### src/rtl/pipe_pkg.sv
// Shared constants and beat layout for the pipelined channel multiplexer.
package pipe_pkg;

    localparam int PIPE_WIDTH_DEF  = 5;
    localparam int PIPE_NUM_IN_DEF = 2;

    // Beat at the default width; modules re-declare the same shape at their own WIDTH.
    typedef struct packed {
        logic [PIPE_WIDTH_DEF-1:0] data;
        logic                      err;
    } pipe_beat_t;

endpackage

### src/rtl/pipe_mux_sel.sv
// Combinational channel select with range check; an out-of-range index yields zero data and err=1.
module pipe_mux_sel
    import pipe_pkg::*;
#(
    parameter int WIDTH  = PIPE_WIDTH_DEF,
    parameter int NUM_IN = PIPE_NUM_IN_DEF,
    parameter int SEL_W  = $clog2(NUM_IN)
) (
    input  logic [NUM_IN*WIDTH-1:0] in_data,
    input  logic [SEL_W-1:0]        in_sel,
    output logic [WIDTH-1:0]        sel_data,
    output logic                    sel_err
);

    // Only indices below NUM_IN match a channel; anything else falls through to the error default.
    always_comb begin
        sel_data = '0;
        sel_err  = 1'b1;
        for (int k = 0; k < NUM_IN; k++) begin
            if (in_sel == SEL_W'(k)) begin
                sel_data = in_data[k*WIDTH +: WIDTH];
                sel_err  = 1'b0;
            end
        end
    end

endmodule

### src/rtl/pipe_mux.sv
// Channel multiplexer feeding a two-entry skid buffer with valid/ready handshakes on both sides.
module pipe_mux
    import pipe_pkg::*;
#(
    parameter int WIDTH  = PIPE_WIDTH_DEF,
    parameter int NUM_IN = PIPE_NUM_IN_DEF,
    parameter int SEL_W  = $clog2(NUM_IN)
) (
    input  logic                    clk,
    input  logic                    rst_n,
    input  logic                    flush,
    input  logic                    in_valid,
    output logic                    in_ready,
    input  logic [SEL_W-1:0]        in_sel,
    input  logic [NUM_IN*WIDTH-1:0] in_data,
    output logic                    out_valid,
    input  logic                    out_ready,
    output logic [WIDTH-1:0]        out_data,
    output logic                    out_err
);

    typedef struct packed {
        logic [WIDTH-1:0] data;
        logic             err;
    } beat_t;

    logic             m_valid;
    logic             s_valid;
    beat_t            m_beat;
    beat_t            s_beat;
    beat_t            sel_beat;
    logic [WIDTH-1:0] sel_data;
    logic             sel_err;
    logic             accept;
    logic             m_free;

    pipe_mux_sel #(
        .WIDTH  (WIDTH),
        .NUM_IN (NUM_IN),
        .SEL_W  (SEL_W)
    ) u_sel (
        .in_data  (in_data),
        .in_sel   (in_sel),
        .sel_data (sel_data),
        .sel_err  (sel_err)
    );

    assign sel_beat = '{data: sel_data, err: sel_err};

    // in_ready depends only on the skid register, so out_ready never reaches it combinationally.
    assign accept = in_valid && !s_valid;
    assign m_free = !m_valid || out_ready;

    always_ff @(posedge clk or negedge rst_n) begin
        if (!rst_n) begin
            m_valid <= 1'b0;
            s_valid <= 1'b0;
            m_beat  <= '0;
        end else if (flush) begin
            m_valid <= 1'b0;
            s_valid <= 1'b0;
        end else if (m_free) begin
            if (s_valid) begin
                m_valid <= 1'b1;
                m_beat  <= s_beat;
                s_valid <= 1'b0;
            end else begin
                m_valid <= accept;
                if (accept) begin
                    m_beat <= sel_beat;
                end
            end
        end else if (accept) begin
            s_valid <= 1'b1;
        end
    end

    // Skid data needs no reset: it is only observed once s_valid has been set.
    always_ff @(posedge clk) begin
        if (accept && !m_free) begin
            s_beat <= sel_beat;
        end
    end

    assign in_ready  = !s_valid;
    assign out_valid = m_valid;
    assign out_data  = m_beat.data;
    assign out_err   = m_beat.err;

endmodule

### config.mk
export PLATFORM = sky130hd
export DESIGN_NAME = pipe_mux
export DESIGN_NICKNAME = d
export VERILOG_FILES = /design/src/rtl/pipe_pkg.sv /design/src/rtl/pipe_mux_sel.sv /design/src/rtl/pipe_mux.sv
export SDC_FILE = /design/constraint.sdc
export NUM_CORES = 1
export LEC_CHECK = 0
export BUFFER_PORTS_ARGS = -buffer_cell sky130_fd_sc_hd__buf_2
export CAP_MARGIN = 25
export CORE_MARGIN = 2
export CORE_UTILIZATION = 34
export DETAILED_ROUTE_END_ITERATION = 7
export PLACE_DENSITY_LB_ADDON = 0.3
export SLEW_MARGIN = 10
export SYNTH_ARGS = -nofsm -noshare
export SYNTH_HDL_FRONTEND = slang
export SYNTH_SLANG_ARGS = --single-unit
export TNS_END_PERCENT = 20
### constraint.sdc
create_clock -name clk -period 1.25 [get_ports clk]
set_clock_uncertainty 0.05 [all_clocks]
set_input_delay 0.1875 -clock clk [delete_from_list [all_inputs] [get_ports clk]]
set_output_delay 0.1875 -clock clk [all_outputs]
set_load 0.03 [all_outputs]
==> flow_summary.toml, run 1 <==
[synthesis]
yosys_warnings = 0
synthMuxAreaShare = 0.191
post-synth-top-count-cell = "dfrtp_1"
synth_flop_cell = "dfrtp_1"
synth_top_family_by_area = "multiplexers"
postSynthAreaPerCell_um2 = 13.0
yosysUniqueCellTypes = 16
ys_ff_latch = 12
synth_top_area_share = 0.314
cells_after_synth = 43
fraction_of_synthesis_flops_using_an_asynchronous_set_or_reset_pin = 0.583
synth.area.top_cells = "dfrtp_1, edfxtp_1, mux2_2"
synth.largest_area_cell = "dfrtp_1"
syn-cell-area_um2 = 558
synth_xor_area_frac = 0
synth_compound_gate_area_share = 0.112
mappedNetlistNets = 59
yosysSeqAreaShare = 0.583
synth_edf_count = 5
synth_simple_gate_area_share = 0.0628
synth_adder_area_share = 0

[layout]
finish.net_count = 88
drive_above_1_share = 0.535
area_growth_pct = 34.8
final_core_util = 0.493
fill_cell_instance_count_of_the_final_layout = 147
antenna_cells_inserted = 0

[setup_path]
endpoint_kind = "output pin"
criticalPathCategory = "reg -> out"
timing.critical_path.cells = "bufinv_8 > buf_6"
arrival_ns = 1.00
critical_path.slowest_cell = "dfrtp_1"
critPathMaxStageDelay_ns = 0.38
worstSetupStartpointType = "flop"
crit_path_max_fanout = 7
worst-endpoint-required_ns = 1.01

[floorplanning]
fp.dieH_um = 44.5
io_pins = 24
initial_utilization = 0.366
design.die.area_um2 = 1980
num_rows = 14
die-width_um = 44.5
core_area_um2 = 1520

[timing]
fin_crit_ns = 1.24
maxSlewViolCount = 0
final-setup-viol-count = 0
timing.fmax_mhz = 808
final.period_utilization = 0.990
finalHoldViolations = 0
rsz0062_at_grt = "true"

[cts]
tritoncts.num_buffers = 3
clock_tree.buffer_depth = 2
clkTransAtPathRegs_ns = 0.07
worst_skew_pair.late_latency_ns = 0.27
cts.htree.levels = 1
cts_root_buffer = "clkbuf_4"
tritoncts = "yes"
clock_sink_count = 12

[power_and_ir_drop]
total_power_w = 0.000915
pwr_density_cell_nw_per_um2 = 1220
power.ir.vdd_worst_mv = 0.590
leakage_nw = 0.369

[global_route]
global_route.overflow_total = 0
grt_start_max_net_pins = 8
grt_usage = 0.134
grtUsageMet1 = 0.155
first_global_vias = 440
global_route.usage.met2 = 0.214
grt_most_used_layer = "met2"
grt_util_met3 = 0.0735
antenna_found_initial = 0
grt_pass1_wl_um = 1850

[place]
gpl_wtd_cong = 0.744
place.port_buffers = 22
hpwlAfterDp_um = 827

[run_status]
status = "complete, no violations"

[route]
wl_per_cell_um = 11.8
count_of_vias_placed_by_the_detailed_router = 429
detailedRoute.firstIterationViolations = 5
vias_per_cell = 4.93
routed_wirelength_um = 1030
remaining_drc_errors = 0
antenna_violating_nets_post_route = 0
detailedRoute.firstPassIterationCount = 4

[hold_path]
holdCritPathClass = "in -> reg"

[job]
drv.max_cap_violation_count = 0
-- where the power goes --
group / switching (W) / total (W) / internal (W)
combinational: 0.000132 / 0.000215 / 0.0000839
sequential: 0.0000141 / 0.000462 / 0.000447
clock: 0.000122 / 0.000238 / 0.000116
total: 0.000268 / 0.000915 / 0.000647
-- per-stage QoR --
stage / worst slack (ns) / hold slack, ns / area [um2] / setup TNS (ns) / std cells
2_1_floorplan: 0.0244 / -0.158 / 568 / 0 / 43
3_3_place_gp: 0.0791 / -0.0208 / 698 / 0 / 81
3_5_place_dp: 0.0573 / -0.0183 / 698 / 0 / 81
4_1_cts: 0.00237 / 0.0141 / 748 / 0 / 87
5_1_grt: -0.0355 / 0.0185 / 752 / -0.0355 / 87
6_report: 0.0119 / 0.0249 / 752 / 0 / 87
-- cells by family after synthesis --
kind of cell,after synthesis
other,1
AOI/OAI and AO/OA,12
and+or+nand+nor,6
buffers and inverters,2
muxes,10
DFF,12
-- final timing paths --
check / startpoint / end / slack (ns) / depth (start not counted)
worst max-delay path: s_valid / in_ready / 0.01 / 2
worst min-delay path: flush / out_valid / 0.02 / 2
worst max register to register: s_valid / s_beat[4] / 0.07 / 2
worst min register to register: out_data[4] / out_data[4] / 0.46 / 2
max in group asynchronous: rst_n / out_valid / 0.75 / 2
min in group asynchronous: rst_n / s_valid / 0.23 / 2
-- repair_timing --
action                     in CTS  in global routing
hold buffers                    1                  0
gates resized for setup         2                  1
setup endpoints to repair       1                  6
setup buffers                   1                  0
hold endpoints to repair        7                  0
-- layout by cell type, fill, tap and decap left out --
master / instances
conb_1: 1
and3_2: 1
o21ai_0: 5
dfrtp_2: 1
o21bai_2: 1
mux2i_1: 5
nor2_1: 2
dlygate4sd3_1: 1
bufinv_8: 1
a21oi_1: 1
mux2_2: 5
clkinv_1: 1
o21ai_1: 5
buf_6: 1
clkbuf_4: 3
buf_2: 21
buf_4: 2
edfxtp_1: 5
nor2b_4: 1
nand2b_2: 1
dfrtp_1: 6
nand2b_1: 1
-- per-layer routing --
layer / part of all wire / vias to the layer above / wire length, um
li1: - / 210 / -
met3: 0.089 / 0 / 91
met2: 0.49 / 19 / 503
met1: 0.42 / 200 / 431
met5: 0 / - / 0
met4: 0 / 0 / 0
-- worst max-delay path: cells and delay by family, from the launching register on --
family / cells / cell delay, ns
buffers and inverters: 2 / 0.35
flip-flops: 1 / 0.38
-- cell type report --
type / instances / area, um2 / area share
clock inverter: 1 / 3.75 / 0.00499
timing repair buffer: 25 / 141 / 0.188
sequential: 12 / 327 / 0.434
multi-input combinational: 29 / 220 / 0.293
tap: 16 / 20.0 / 0.0266
inverter: 1 / 17.5 / 0.0233
clock buffer: 3 / 22.5 / 0.0300
-- flip-flops by register name, indices dropped and copies added (netlist names) --
| name | cells |
|---|---|
| out_data | 5 |
| out_valid | 1 |
| s_beat | 5 |
| s_valid | 1 |
Note: power is estimated with default switching activity, not from simulation.
==> inputs of run 2 (changes only) <==
==> constraint.sdc (replaced) <==
create_clock -name clk -period 1.4 [get_ports clk]
set_clock_uncertainty 0.05 [all_clocks]
set_input_delay 0.21 -clock clk [delete_from_list [all_inputs] [get_ports clk]]
set_output_delay 0.21 -clock clk [all_outputs]
set_load 0.03 [all_outputs]
==> run 2 against run 1 <==
Compared with the run above:
- flip-flop and latch count unchanged
- critical endpoint unchanged
- die area unchanged
- clock power down 7%
- critical path type unchanged
==> flow_summary.toml, run 2 (synthesis results as in run 1) <==
[run_status]
status = "complete, no violations"

[timing]
timing.fmax_mhz = 743
final-setup-viol-count = 0
maxSlewViolCount = 0
rsz0062_at_grt = "false"
worst_hold_slack_ns = 0.0406
fin_crit_ns = 1.35
finalHoldViolations = 0
totalNegativeSetupSlack_ns = 0
final.period_utilization = 0.962

[job]
drv.max_cap_violation_count = 0

[global_route]
first_global_vias = 425
global_route.overflow_total = 0
grtUsageMet1 = 0.155
grt_util_met3 = 0.0490
antenna_found_initial = 0
grt_start_max_net_pins = 8
global_route.usage.met2 = 0.220
grt_most_used_layer = "met2"
grt_usage = 0.138
grt_pass1_wl_um = 1840

[floorplanning]
num_rows = 14
initial_utilization = 0.366
io_pins = 24
fp.dieH_um = 44.5
core_area_um2 = 1520
design.die.area_um2 = 1980
die-width_um = 44.5

[route]
routed_wirelength_um = 1120
count_of_vias_placed_by_the_detailed_router = 424
vias_per_cell = 4.93
wl_per_cell_um = 13.1
detailedRoute.firstPassIterationCount = 4
remaining_drc_errors = 0
antenna_violating_nets_post_route = 0
detailedRoute.firstIterationViolations = 6

[setup_path]
worst_r2r_path_depth = 2
crit_buf_inv = 2
worst_r2r_endpoint = "s_beat[2]"
r2r_setup_slack_ns = 0.12
crit_path_max_fanout = 7
critPathMaxStageDelay_ns = 0.40
critical_path.slowest_cell = "dfrtp_1"
timing.critical_path.cells = "bufinv_8 > clkbuf_4"
endpoint_kind = "output pin"
criticalPathCategory = "reg -> out"
arrival_ns = 1.09
cpLargestDelayFamily = "buffers and inverters"
worst-endpoint-required_ns = 1.14
critical_path.reg2reg.startpoint = "s_valid"
worstSetupStartpointType = "flop"

[cts]
clkTransAtPathRegs_ns = 0.08
tritoncts.num_buffers = 3
tritoncts = "yes"
clock_tree.buffer_depth = 2
worst_skew_pair.late_latency_ns = 0.27
cts.htree.levels = 1
clock_sink_count = 12
cts_root_buffer = "clkbuf_4"
cts_post_setup_buffers_inserted = 0

[hold_path]
min_delay_worst_endpoint = "out_valid"
hp-start = "flush"
min_path_cells = 2
holdCritPathClass = "in -> reg"

[layout]
fill_cell_instance_count_of_the_final_layout = 141
finish.net_count = 87
antenna_cells_inserted = 0
drive_above_1_share = 0.500
most-common-layout-cells = "buf_2, dfrtp_1"
final_design_area_no_fill_um2 = 732
layout_commonest_cell = "buf_2"
area_growth_pct = 31.2

[power_and_ir_drop]
power.ir.vdd_worst_mv = 0.606
leakage_nw = 0.360
pwr_density_cell_nw_per_um2 = 1120

[place]
hpwlAfterDp_um = 887
place.port_buffers = 22
gpl_wtd_cong = 0.646
dpl_cell_area_um2 = 689
-- run 2: changes by cell type in the layout (fill, tap and decap cells not counted), sizes merged --
| cell | previous run | this run |
|---|---|---|
| buf | 24 | 22 |
| clkbuf | 3 | 5 |
| clkinv | 1 | 0 |
-- run 2: how the worst max path moves through the flow --
stage	startpoint	end	depth (start not counted)	slack (ns)
floorplan	out_valid	s_beat[1]	2	0.06
global route	s_valid	in_ready	2	0.007
global placement	s_valid	out_data[3]	3	0.10
finish	s_valid	in_ready	2	0.05
CTS	s_valid	in_ready	2	0.04
detailed placement	s_valid	out_data[0]	3	0.11
-- run 2: repair_timing --
action / CTS / global route
hold buffers: 1 / 0
endpoints found under the hold margin: 7 / 0
gates resized for setup: 0 / 2
endpoints found under the setup margin: 0 / 2
-- run 2: layout make-up --
cell class / count / area [um2] / area share
clock buffer: 4 / 26.3 / 0.0359
tap: 16 / 20.0 / 0.0274
sequential: 12 / 327 / 0.446
multi-input combinational: 29 / 211 / 0.289
timing repair buffer: 24 / 130 / 0.178
inverter: 1 / 17.5 / 0.0239
-- run 2: per-layer routing --
| metal | share of wire | wire, um |
|---|---|---|
| met2 | 0.51 | 570 |
| met1 | 0.43 | 478 |
| met5 | 0 | 0 |
| met4 | 0.016 | 18 |
| met3 | 0.050 | 56 |
-- run 2: worst reg2reg max path, delay by kind of cell, from the launching register on --
family,cells,cell delay (ns)
buf+inv,1,0.22
flops,1,0.40
simple gates,1,0.29
-- run 2: metrics by stage --
stage	total power [W]	setup WS, ns	util	cells
after floorplan	0.000538	0.0621	-	43
after global placement	0.000603	0.104	0.452	81
after detailed placement	0.000606	0.114	0.452	81
after CTS	0.000830	0.0429	0.476	86
after global routing	0.000865	0.00692	0.480	86
final	0.000821	0.0536	0.480	86
-- run 2: where the power goes --
group	internal (W)	switching, W
registers	0.000399	0.0000125
logic	0.0000716	0.000116
clock network	0.000110	0.000111
==> inputs of run 3 (changes only) <==
--- a/config.mk
+++ b/config.mk
@@ -5,7 +5,7 @@
 export SDC_FILE = /design/constraint.sdc
 export NUM_CORES = 1
 export LEC_CHECK = 0
-export BUFFER_PORTS_ARGS = -buffer_cell sky130_fd_sc_hd__buf_2
+export BUFFER_PORTS_ARGS = -buffer_cell sky130_fd_sc_hd__clkbuf_2
 export CAP_MARGIN = 25
 export CORE_MARGIN = 2
 export CORE_UTILIZATION = 34
==> run 3 against run 2 <==
Compared with the run above:
- utilization up 0.082 points
- power rose by 0.66%
- flip-flop and latch count did not move
- critical path type unchanged
- critical endpoint unchanged
- sequential power barely moved
- global-route usage up 0.17 points
==> flow_summary.toml, run 3 (synthesis results as in run 1) <==
[cts]
cts_post_setup_buffers_inserted = 0
tritoncts.num_buffers = 3
cts.htree.levels = 1
hold_buffers = 1
cts_root_buffer = "clkbuf_4"
cts_resized = 0
worst_skew_pair.late_latency_ns = 0.28
clock_tree.buffer_depth = 2
tritoncts = "yes"
clock_sink_count = 12
clkTransAtPathRegs_ns = 0.07

[layout]
regArea_um2 = 327
most-common-layout-cells = "clkbuf_2, dfrtp_1"
fill_cell_instance_count_of_the_final_layout = 137
area_growth_pct = 31.4
antenna_cells_inserted = 0
layout_commonest_cell = "clkbuf_2"
area_of_the_multi_input_gates_um2 = 208
finish.net_count = 88
drive_above_1_share = 0.493

[global_route]
grt_pass1_wl_um = 1880
first_global_vias = 456
grt_usage = 0.140
antenna_found_initial = 0
global_route.overflow_total = 0
grt_start_max_net_pins = 8

[floorplanning]
io_pins = 24
design.die.area_um2 = 1980
initial_utilization = 0.366
die-width_um = 44.5
core_area_um2 = 1520
num_rows = 14
fp.dieH_um = 44.5

[route]
wl_per_cell_um = 12.7
routed_wirelength_um = 1110
detailedRoute.firstPassIterationCount = 3
vias_per_cell = 4.82
count_of_vias_placed_by_the_detailed_router = 419
dr_wl_met3_um = 69
maxUsedRoutingLayer = "met4"
sum_of_met2_wire_segment_lengths_after_detailed_routing_um = 528
detailedRoute.firstIterationViolations = 6
wl_met1_um = 476
antenna_violating_nets_post_route = 0
remaining_drc_errors = 0

[timing]
final-setup-viol-count = 0
timing.fmax_mhz = 734
finalHoldViolations = 0
maxSlewViolCount = 0
final.period_utilization = 0.972
fin_crit_ns = 1.36
totalNegativeSetupSlack_ns = 0
rsz0062_at_grt = "false"

[place]
place.port_buffers = 22
hpwlAfterDp_um = 879
gpl_wtd_cong = 0.652

[setup_path]
criticalPathCategory = "reg -> out"
crit_path_max_fanout = 7
endpoint_kind = "output pin"
worstSetupStartpointType = "flop"
worst-endpoint-required_ns = 1.14
arrival_ns = 1.10

[power_and_ir_drop]
pwr_density_cell_nw_per_um2 = 1130
power.ir.vdd_worst_mv = 0.578
total_power_w = 0.000827
leakage_nw = 0.367

[job]
drv.max_cap_violation_count = 0

[run_status]
status = "complete, no violations"

[hold_path]
holdCritPathClass = "in -> reg"
[run 3: changes by cell type in the layout (fill, tap and decap cells not counted), sizes merged]
| cell | delta |
|---|---|
| clkbuf | +21 |
| buf | -20 |
[run 3: final timing paths]
check	start	end	cells past startpoint	slack, ns
worst max-delay path	s_valid	in_ready	2	0.04
worst min-delay path	flush	out_valid	2	0.04
worst max register to register	s_valid	s_beat[2]	2	0.13
worst min register to register	out_data[1]	out_data[1]	2	0.47
max in group asynchronous	rst_n	out_valid	2	0.86
min in group asynchronous	rst_n	out_valid	2	0.26
[run 3: power breakdown]
| group | switching [W] | internal, W | leakage (nW) |
|---|---|---|---|
| sequential | 0.0000127 | 0.000399 | 0.133 |
| combinational | 0.000117 | 0.0000718 | 0.219 |
| clock | 0.000115 | 0.000111 | 0.0150 |
[run 3: layout make-up]
cell class | count | share of cell area
Timing Repair Buffer | 25 | 0.184
Inverter | 1 | 0.0239
Clock buffer | 4 | 0.0358
Sequential cell | 12 | 0.445
Tap cell | 16 | 0.0273
Multi-Input combinational cell | 29 | 0.283
[run 3: metrics by stage]
step           utilization  instance area [um2]  worst slack [ns]  std cells  hold WS (ns)
2_1_floorplan            -                  559            0.0621         43        -0.136
3_3_place_gp         0.457                  697             0.164         82       0.00595
3_5_place_dp         0.457                  697             0.141         82       0.00743
4_1_cts              0.481                  733            0.0324         87        0.0442
5_1_grt              0.481                  733           0.00818         87        0.0527
6_report             0.481                  733            0.0385         87        0.0441
[run 3: critical path: stages (launching register included)]
cell      delay (ns)
dfrtp_1         0.40
bufinv_8        0.22
clkbuf_2        0.21
[run 3: metal layers]
metal / GRT usage / up-vias
li1: - / 211
met1: 0.155 / 191
met2: 0.217 / 13
met3: 0.0490 / 4
met4: 0.109 / 0
met5: 0 / -
